$ cat src/rtl/serial_sub_pkg.sv
// Shared types and sizing helpers for the bit-serial subtractor.
// Optional overflow output is enabled by defining SERIAL_SUB_OVF_EN.
package serial_sub_pkg;

   typedef enum logic [1:0] {
      IDLE  = 2'd0,
      SHIFT = 2'd1,
      DONE  = 2'd2
   } state_t;

   localparam int DEFAULT_WIDTH = 8;

   function automatic int cnt_w(input int width);
      return (width < 2) ? 1 : $clog2(width);
   endfunction

endpackage

$ cat src/rtl/serial_subtractor_if.sv
// Start/done handshake and operand/result bus of the serial subtractor.
// The ovf signal exists only when SERIAL_SUB_OVF_EN is defined.
interface serial_subtractor_if #(
   parameter int WIDTH = serial_sub_pkg::DEFAULT_WIDTH
);
   logic             start;
   logic [WIDTH-1:0] a;
   logic [WIDTH-1:0] b;
   logic             busy;
   logic             done;
   logic [WIDTH-1:0] diff;
   logic             borrow_out;
`ifdef SERIAL_SUB_OVF_EN
   logic             ovf;
`endif

   modport master (
      output start, a, b,
      input  busy, done, diff, borrow_out
`ifdef SERIAL_SUB_OVF_EN
      , input ovf
`endif
   );

   modport slave (
      input  start, a, b,
      output busy, done, diff, borrow_out
`ifdef SERIAL_SUB_OVF_EN
      , output ovf
`endif
   );

endinterface

$ cat src/rtl/full_subtractor.sv
// One-bit full subtractor cell: d = x - y - bin, with borrow out.
module full_subtractor (
   input  logic x,
   input  logic y,
   input  logic bin,
   output logic d,
   output logic bout
);

   assign d    = x ^ y ^ bin;
   assign bout = (~x & y) | (~(x ^ y) & bin);

endmodule

$ cat src/rtl/serial_subtractor.sv
// Bit-serial unsigned subtractor, LSB first, one bit per clock, start/done handshake.
// Define SERIAL_SUB_OVF_EN to add the registered two's-complement overflow flag.
module serial_subtractor
   import serial_sub_pkg::*;
#(
   parameter int WIDTH = DEFAULT_WIDTH
) (
   input logic                clk,
   input logic                rst,
   serial_subtractor_if.slave bus
);

   localparam int            CW   = cnt_w(WIDTH);
   localparam logic [CW-1:0] LAST = CW'(WIDTH - 1);

   state_t           state, state_nx;
   logic             load, busy_c, done_c, last_bit;
   logic [WIDTH-1:0] a_sr, b_sr;
   logic [WIDTH-2:0] res_sr;
   logic [WIDTH-1:0] res_nx;
   logic             brw;
   logic [CW-1:0]    cnt;
   logic             cell_d, cell_bout;
   logic [WIDTH-1:0] diff_q;
   logic             borrow_q;

   full_subtractor u_cell (
      .x    (a_sr[0]),
      .y    (b_sr[0]),
      .bin  (brw),
      .d    (cell_d),
      .bout (cell_bout)
   );

   assign last_bit = (cnt == LAST);
   // Bits already produced sit in res_sr; the current cell output completes the word.
   assign res_nx   = {cell_d, res_sr};

   always_ff @(posedge clk or posedge rst) begin
      if (rst) state <= IDLE;
      else     state <= state_nx;
   end

   always_comb begin
      state_nx = state;
      load     = 1'b0;
      busy_c   = 1'b0;
      done_c   = 1'b0;
      case (state)
         IDLE: begin
            if (bus.start) begin
               load     = 1'b1;
               state_nx = SHIFT;
            end
         end
         SHIFT: begin
            busy_c = 1'b1;
            if (last_bit) state_nx = DONE;
         end
         DONE: begin
            done_c = 1'b1;
            if (bus.start) begin
               load     = 1'b1;
               state_nx = SHIFT;
            end else begin
               state_nx = IDLE;
            end
         end
         default: state_nx = IDLE;
      endcase
   end

   always_ff @(posedge clk or posedge rst) begin
      if (rst) begin
         a_sr     <= '0;
         b_sr     <= '0;
         res_sr   <= '0;
         brw      <= 1'b0;
         cnt      <= '0;
         diff_q   <= '0;
         borrow_q <= 1'b0;
      end else if (load) begin
         a_sr <= bus.a;
         b_sr <= bus.b;
         brw  <= 1'b0;
         cnt  <= '0;
      end else if (state == SHIFT) begin
         a_sr   <= a_sr >> 1;
         b_sr   <= b_sr >> 1;
         res_sr <= res_nx[WIDTH-1:1];
         brw    <= cell_bout;
         cnt    <= cnt + 1'b1;
         if (last_bit) begin
            diff_q   <= res_nx;
            borrow_q <= cell_bout;
         end
      end
   end

`ifdef SERIAL_SUB_OVF_EN
   logic ovf_q;

   // On the last bit the cell inputs are exactly the captured operand MSBs.
   always_ff @(posedge clk or posedge rst) begin
      if (rst) begin
         ovf_q <= 1'b0;
      end else if (!load && state == SHIFT && last_bit) begin
         ovf_q <= (a_sr[0] != b_sr[0]) && (cell_d != a_sr[0]);
      end
   end

   assign bus.ovf = ovf_q;
`endif

   assign bus.busy       = busy_c;
   assign bus.done       = done_c;
   assign bus.diff       = diff_q;
   assign bus.borrow_out = borrow_q;

endmodule
$ cat src/flat_wrapper.sv
// flat-port wrapper written by rule: the top's interface ports become plain ports
module serial_subtractor_flat import serial_sub_pkg::*;
#(
   parameter int WIDTH = DEFAULT_WIDTH
)
  (clk, rst, bus_start, bus_a, bus_b, bus_busy, bus_done, bus_diff, bus_borrow_out);
  serial_subtractor_if #(.WIDTH(WIDTH)) bus_i ();
  input logic clk;
  input logic rst;
  input wire logic [$bits(bus_i.start)-1:0] bus_start;
  input wire logic [$bits(bus_i.a)-1:0] bus_a;
  input wire logic [$bits(bus_i.b)-1:0] bus_b;
  output wire logic [$bits(bus_i.busy)-1:0] bus_busy;
  output wire logic [$bits(bus_i.done)-1:0] bus_done;
  output wire logic [$bits(bus_i.diff)-1:0] bus_diff;
  output wire logic [$bits(bus_i.borrow_out)-1:0] bus_borrow_out;
  assign bus_i.start = bus_start;
  assign bus_i.a = bus_a;
  assign bus_i.b = bus_b;
  assign bus_busy = bus_i.busy;
  assign bus_done = bus_i.done;
  assign bus_diff = bus_i.diff;
  assign bus_borrow_out = bus_i.borrow_out;
  serial_subtractor #(.WIDTH(WIDTH)) u_core (.clk(clk), .rst(rst), .bus(bus_i));
endmodule
$ cat config.mk
export PLATFORM = sky130hd
export DESIGN_NAME = serial_subtractor_flat
export DESIGN_NICKNAME = d
export VERILOG_FILES = /design/src/rtl/serial_sub_pkg.sv /design/src/rtl/serial_subtractor_if.sv /design/src/rtl/full_subtractor.sv /design/src/rtl/serial_subtractor.sv /design/src/flat_wrapper.sv
export SDC_FILE = /design/constraint.sdc
export NUM_CORES = 1
export LEC_CHECK = 0
export BUFFER_PORTS_ARGS = -buffer_cell sky130_fd_sc_hd__buf_2
export CORE_AREA = 2 2 61 63
export DETAILED_ROUTE_END_ITERATION = 10
export DIE_AREA = 0 0 63 65
export PLACE_DENSITY = 0.7
export SYNTH_ARGS = -nofsm -noshare
export SYNTH_HDL_FRONTEND = slang
export SYNTH_HIERARCHICAL = 1
export SYNTH_SLANG_ARGS = --single-unit
$ cat constraint.sdc
create_clock -name clk -period 1.9 [get_ports clk]
set_input_delay 0.38 -clock clk [delete_from_list [all_inputs] [get_ports clk]]
set_output_delay 0.38 -clock clk [all_outputs]
set_load 0.01 [all_outputs]
==> impl_metrics.tcl, run 1 <==
set metrics [dict create \
    drcViolationCount 0 \
    pin_count 30 \
    peakVddDrop_v 0.000742 \
    placed_area_um2 1820 \
    post_drt_wl_per_cell_um 13.7 \
    synth_top_area_share_pct 58.1 \
    numCtsBuffers 5 \
    setup_viol 0 \
    endpoint_kind "primary output" \
    rsz0062_at_grt "false" \
    fin_util_pct 54.5 \
    htreeDepth 2 \
    first_global_vias 1142 \
    synth_edf_count 0 \
    final_area_um2 1910 \
    grt_pass1_wl_um 5150 \
    synth_cell_types 24 \
    maxSlewHeadroom_pct 69.4 \
    antenna_left 0 \
    num-nets-final 200 \
    wirelength_um 3110 \
    setup_ws_ns 0.110 \
    holdBufCountCts 0 \
    clk_pin_slew_worst_paths_ns 0.11 \
    ys_warn_count 6 \
    dp_worst_setup_slack_ns 0.263 \
    place_hpwl_um 2180 \
    synth_cells 145 \
    worstMarginPinSlew_ns 0.459 \
    outcome "complete, no violations" \
    synthArstFlopShare_pct 100 \
    total_power_mw 3.21 \
    finalCritPeriodShare_pct 94.2 \
    cts.sinks 38 \
    antenna_found_initial 0 \
    fin_crit_ns 1.79 \
    synth.most_common_cell "dfrtp_1" \
    die-area_um2 4100 \
    io_buffers 29 \
    design.core.area_um2 3500 \
    critPathMaxFanout 11 \
    dr.pass1.iters 4 \
    grt-ovfl-total 0 \
    worstSetupStartpointType "flip-flop" \
    grt.total_usage_pct 16.4 \
    dp_cells 218 \
    area_growth_pct 16.4 \
    total_leakage_power_nw 1.01 \
    critPathKind "reg2out" \
    fin_cells 227 \
    crit_arrival_ns 1.41 \
    setup_tns_ns 0 \
    yosysTopAreaCell "dfrtp_1" \
    num-fill-cells 323 \
    cts_tree "done" \
    crit_required_ns 1.52 \
    synth_fp_nets 167 \
    diodes 0 \
    ctsLongestPathBuffers 2 \
    synth_common_cells "dfrtp_1, nand2_1, inv_1" \
    grt_max_degree 39 \
    drt-vias-per-instance 5.05 \
    layout-drive-gt1-share_pct 31.8 \
    clock_latency_ns 0.34 \
    synthTopCellsByArea "dfrtp_1, mux2_2, nand2_1" \
    post_cts_buffers 0 \
    gp_congestion 0.748 \
    hold-worst-slack_ns 0.127 \
    max_freq_mhz 559 \
    slew_violations 0 \
    dominantRegCellSynth "dfrtp_1" \
    holdCritPathClass "in2async" \
    synth.avg_cell_area_um2 11.3 \
    ys_seq_elements 38 \
    drtIter0Drc 42 \
    maxCapViolations 0 \
    cts_root_buf "clkbuf_4" \
    hold_violations 0 \
    num_vias 1146 \
    yosysSeqAreaShare_pct 58.1 \
    power.density_nw_per_um2 1680 \
    row_count 22 \
    clock_skew_ns 0.00860 \
    floorplan.initialDensity_pct 46.8 \
    synthesis.area_um2 1640 \
    dieWidth_um 63 \
    die_h_um 65 \
]
-- flip-flops by register name (all words and copies together) (netlist names) --
| register | flops |
|---|---|
| u_core/bus.diff | 8 |
| u_core/b_sr | 8 |
| u_core/res_sr | 7 |
| u_core/cnt | 3 |
| u_core/bus.borrow_out | 1 |
| u_core/a_sr | 8 |
| u_core/state | 2 |
| u_core/brw | 1 |
-- where the power goes --
part | switching [mW] | internal, mW | total, mW
sequential | 0.244 | 1.18 | 1.43
clock | 0.265 | 0.273 | 0.538
combinational | 0.665 | 0.577 | 1.24
total | 1.17 | 2.03 | 3.21
-- cell families (layout without fill, tap and decap cells) --
kind of cell               Yosys count  in the layout  share of synthesized area, %
xor gates and xnor gates             1              1                         0.535
and+or+nand+nor                     31             32                          9.56
adders and majority gates            3              3                          2.75
buffers and inverters               25             58                          7.03
DFF                                 38             38                          58.1
AOI/OAI and AO/OA                   33             33                          12.5
muxes                               14             14                          9.48
-- layer usage --
| layer | vias up | part of all wire [%] | global-route usage, % |
|---|---|---|---|
| met3 | 5 | 4.7 | 4.69 |
| met5 | - | 0 | 0 |
| met2 | 31 | 50 | 28.2 |
| met4 | 0 | 1.1 | 5.00 |
| met1 | 556 | 44 | 20.0 |
| li1 | 554 | - | - |
-- final cells by class --
type | count | area, µm² | area share (%)
clock buffer | 5 | 37.5 | 1.97
clock inverter | 3 | 40.0 | 2.10
inverter | 18 | 70.1 | 3.68
multi-input combinational | 83 | 579 | 30.4
sequential | 38 | 951 | 49.9
tap | 48 | 60.1 | 3.15
timing repair buffer | 32 | 168 | 8.80
-- critical path: stages, from the launching register on --
cell	delay, ns
dfrtp_1	0.50
nand2b_4	0.26
inv_4	0.15
buf_2	0.16
-- final timing paths --
check                                 startpoint            endpoint  slack [ns]  cells past startpoint
worst max-delay path             u_core/state[1]            bus_busy        0.11                      3
worst min-delay path                         rst  u_core/bus.diff[7]        0.13                      3
worst max register to register   u_core/state[1]  u_core/bus.diff[5]        0.38                      4
worst min register to register  u_core/res_sr[0]    u_core/res_sr[0]        0.49                      2
max in group asynchronous                    rst     u_core/state[1]        1.45                      3
min in group clk                        bus_a[3]      u_core/a_sr[3]        0.32                      3
-- repair_timing --
item                       CTS  global route
cloned                       0             1
resized for setup            1             0
setup endpoints to repair    1             1
-- placed cells by master (no fill, tap or decap), drive strengths merged --
cell    count
nor2b       1
mux2i       2
a221o       2
nand3       2
dfrtp      38
clkinv      2
buf        32
inv        18
mux2       12
and2        1
and3b       2
a22o        4
nand2      22
nor2        1
o21ai       3
clkbuf      5
o22ai      12
nand2b      3
xnor2       1
ha          2
bufinv      1
a21oi      12
fa          1
(Power assumes the default switching activity.)
==> run 2, diff against run 1 <==
- CORE_AREA: 2 2 61 63 -> 2 2 64 60
- DIE_AREA: 0 0 63 65 -> 0 0 66 62
==> run 2 against run 1 <==
Compared with the run above: hold slack better by 0.062 ns; critical path type unchanged; sequential cell count unchanged; largest power group unchanged; design area down 0.39%; critical path depth unchanged; first-iteration DRC count up 52%; non-clock buffer count down 1; power down 1.7%; via count down 0.52%; final cell count down 1.8%; clock skew up 0.0016 ns; global-route usage up 0.054 points; sequential power about the same.
==> impl_metrics.tcl, run 2 (synthesis results as in run 1) <==
set metrics [dict create \
    outcome "complete, no violations" \
    antenna_found_initial 0 \
    rrSetupSlack_ns 0.33 \
    peakVddDrop_v 0.000747 \
    place_hpwl_um 2130 \
    maxCapViolations 0 \
    maxSlewHeadroom_pct 68.8 \
    critPathMaxFanout 11 \
    critPathKind "reg2out" \
    floorplan.initialDensity_pct 46.5 \
    holdCritPathClass "in2async" \
    slowest_delay_ns 0.47 \
    worstSetupStartpointType "flip-flop" \
    post_drt_wl_per_cell_um 13.9 \
    htreeDepth 2 \
    fin_util_pct 53.9 \
    setup_tns_ns 0 \
    clock_latency_ns 0.29 \
    gp_congestion 0.804 \
    placed_area_um2 1810 \
    max_freq_mhz 567 \
    first_global_vias 1085 \
    fin_cells 223 \
    p_int_mw 2.00 \
    grt.total_usage_pct 16.4 \
    power.density_nw_per_um2 1660 \
    path_delay_family "flip-flops" \
    design.core.area_um2 3520 \
    antenna_left 0 \
    seqPwrFrac_pct 46.2 \
    worstMarginPinSlew_ns 0.468 \
    crit_buf_inv 2 \
    setup_viol 0 \
    slew_violations 0 \
    cts_tree "done" \
    crit_required_ns 1.52 \
    total_leakage_power_nw 1.00 \
    cp_slowest_cell "dfrtp_2" \
    pin_count 30 \
    dp_cells 215 \
    crit_chain "nand2b_4 -> clkinv_2 -> buf_2" \
    fin_crit_ns 1.76 \
    clock_skew_ns 0.0102 \
    ctsLongestPathBuffers 2 \
    num-nets-final 199 \
    layout_commonest_cell "dfrtp_1" \
    wirelength_um 3100 \
    area_growth_pct 16.0 \
    power.switching_mw 1.16 \
    total_power_mw 3.15 \
    io_buffers 29 \
    holdBufCountCts 0 \
    post_cts_buffers 0 \
    grt-ovfl-total 0 \
    endpoint_kind "primary output" \
    crit_arrival_ns 1.38 \
    die-area_um2 4090 \
    final_cell_mix "dfrtp_1, buf_2, nand2_1" \
    row_count 21 \
    dr.pass1.iters 4 \
    power_frac_clock_pct 16.2 \
    grt_max_degree 39 \
    rsz0062_at_grt "false" \
    grt_pass1_wl_um 4940 \
    numCtsBuffers 5 \
    finalCritPeriodShare_pct 92.8 \
    drcViolationCount 0 \
    hold_violations 0 \
    clk_pin_slew_worst_paths_ns 0.08 \
    num_vias 1140 \
    layout-drive-gt1-share_pct 32.2 \
    die_h_um 62 \
    diodes 0 \
    p_sw_share_pct 36.7 \
    final_area_um2 1900 \
    cts.sinks 38 \
    drtIter0Drc 64 \
    dieWidth_um 66 \
    power_frac_comb_pct 37.7 \
    cts_root_buf "clkbuf_8" \
    drt-vias-per-instance 5.11 \
]
## run 2: final timing paths
kind                                  start                 end  cells past startpoint
min in group clk                   bus_b[2]      u_core/b_sr[2]                      3
setup reg to reg            u_core/state[1]  u_core/bus.diff[4]                      4
max in group asynchronous               rst     u_core/state[0]                      3
hold / removal                          rst    u_core/res_sr[0]                      3
setup / recovery            u_core/state[1]            bus_busy                      3
hold reg to reg            u_core/res_sr[2]    u_core/res_sr[1]                      2
## run 2: per-stage QoR
stage	setup slack, ns	hold slack [ns]
6_report	0.136	0.189
5_1_grt	0.0340	0.229
4_1_cts	0.0466	0.197
3_5_place_dp	0.256	0.483
3_3_place_gp	0.347	0.482
2_1_floorplan	0.530	0.442
## run 2: area by class of cell
cell class                 instances  area [µm²]
clock buffer                       5        68.8
clock inverter                     2        10.0
fill                             321        1620
inverter                          18        68.8
multi-input combinational         83         579
sequential                        38         953
tap                               46        57.6
timing repair buffer              31         160
## run 2: worst register-to-register path, cell delays in order (launching register included)
cell,delay [ns]
dfrtp_2,0.47
nand2b_4,0.25
clkinv_2,0.20
nand2_4,0.19
mux2_2,0.35
## run 2: routing by layer
metal  wire length, µm  track usage, %  share of wire (%)  vias to the layer above
li1                  -               -                  -                      552
met1              1380            20.0                 45                      554
met4                34            6.71                1.1                        0
met2              1510            26.7                 49                       30
met3               173            6.49                5.6                        4
met5                 0               0                  0                        -
## run 2: power by group through the flow
stage                     Combinational, mW  Clock [mW]  Sequential (mW)
final                                  1.19       0.509             1.46
after CTS                              1.19       0.532             1.45
after global routing                   1.33       0.561             1.52
after global placement                 1.13           0             1.44
after floorplan                       0.918           0             1.42
after detailed placement               1.18           0             1.46
## run 2: timing repair
item	in CTS	in global routing
endpoints found under the setup margin	1	1
hold endpoints to repair	0	0
resized for setup	1	2
cloned	0	1
pin swaps	0	0
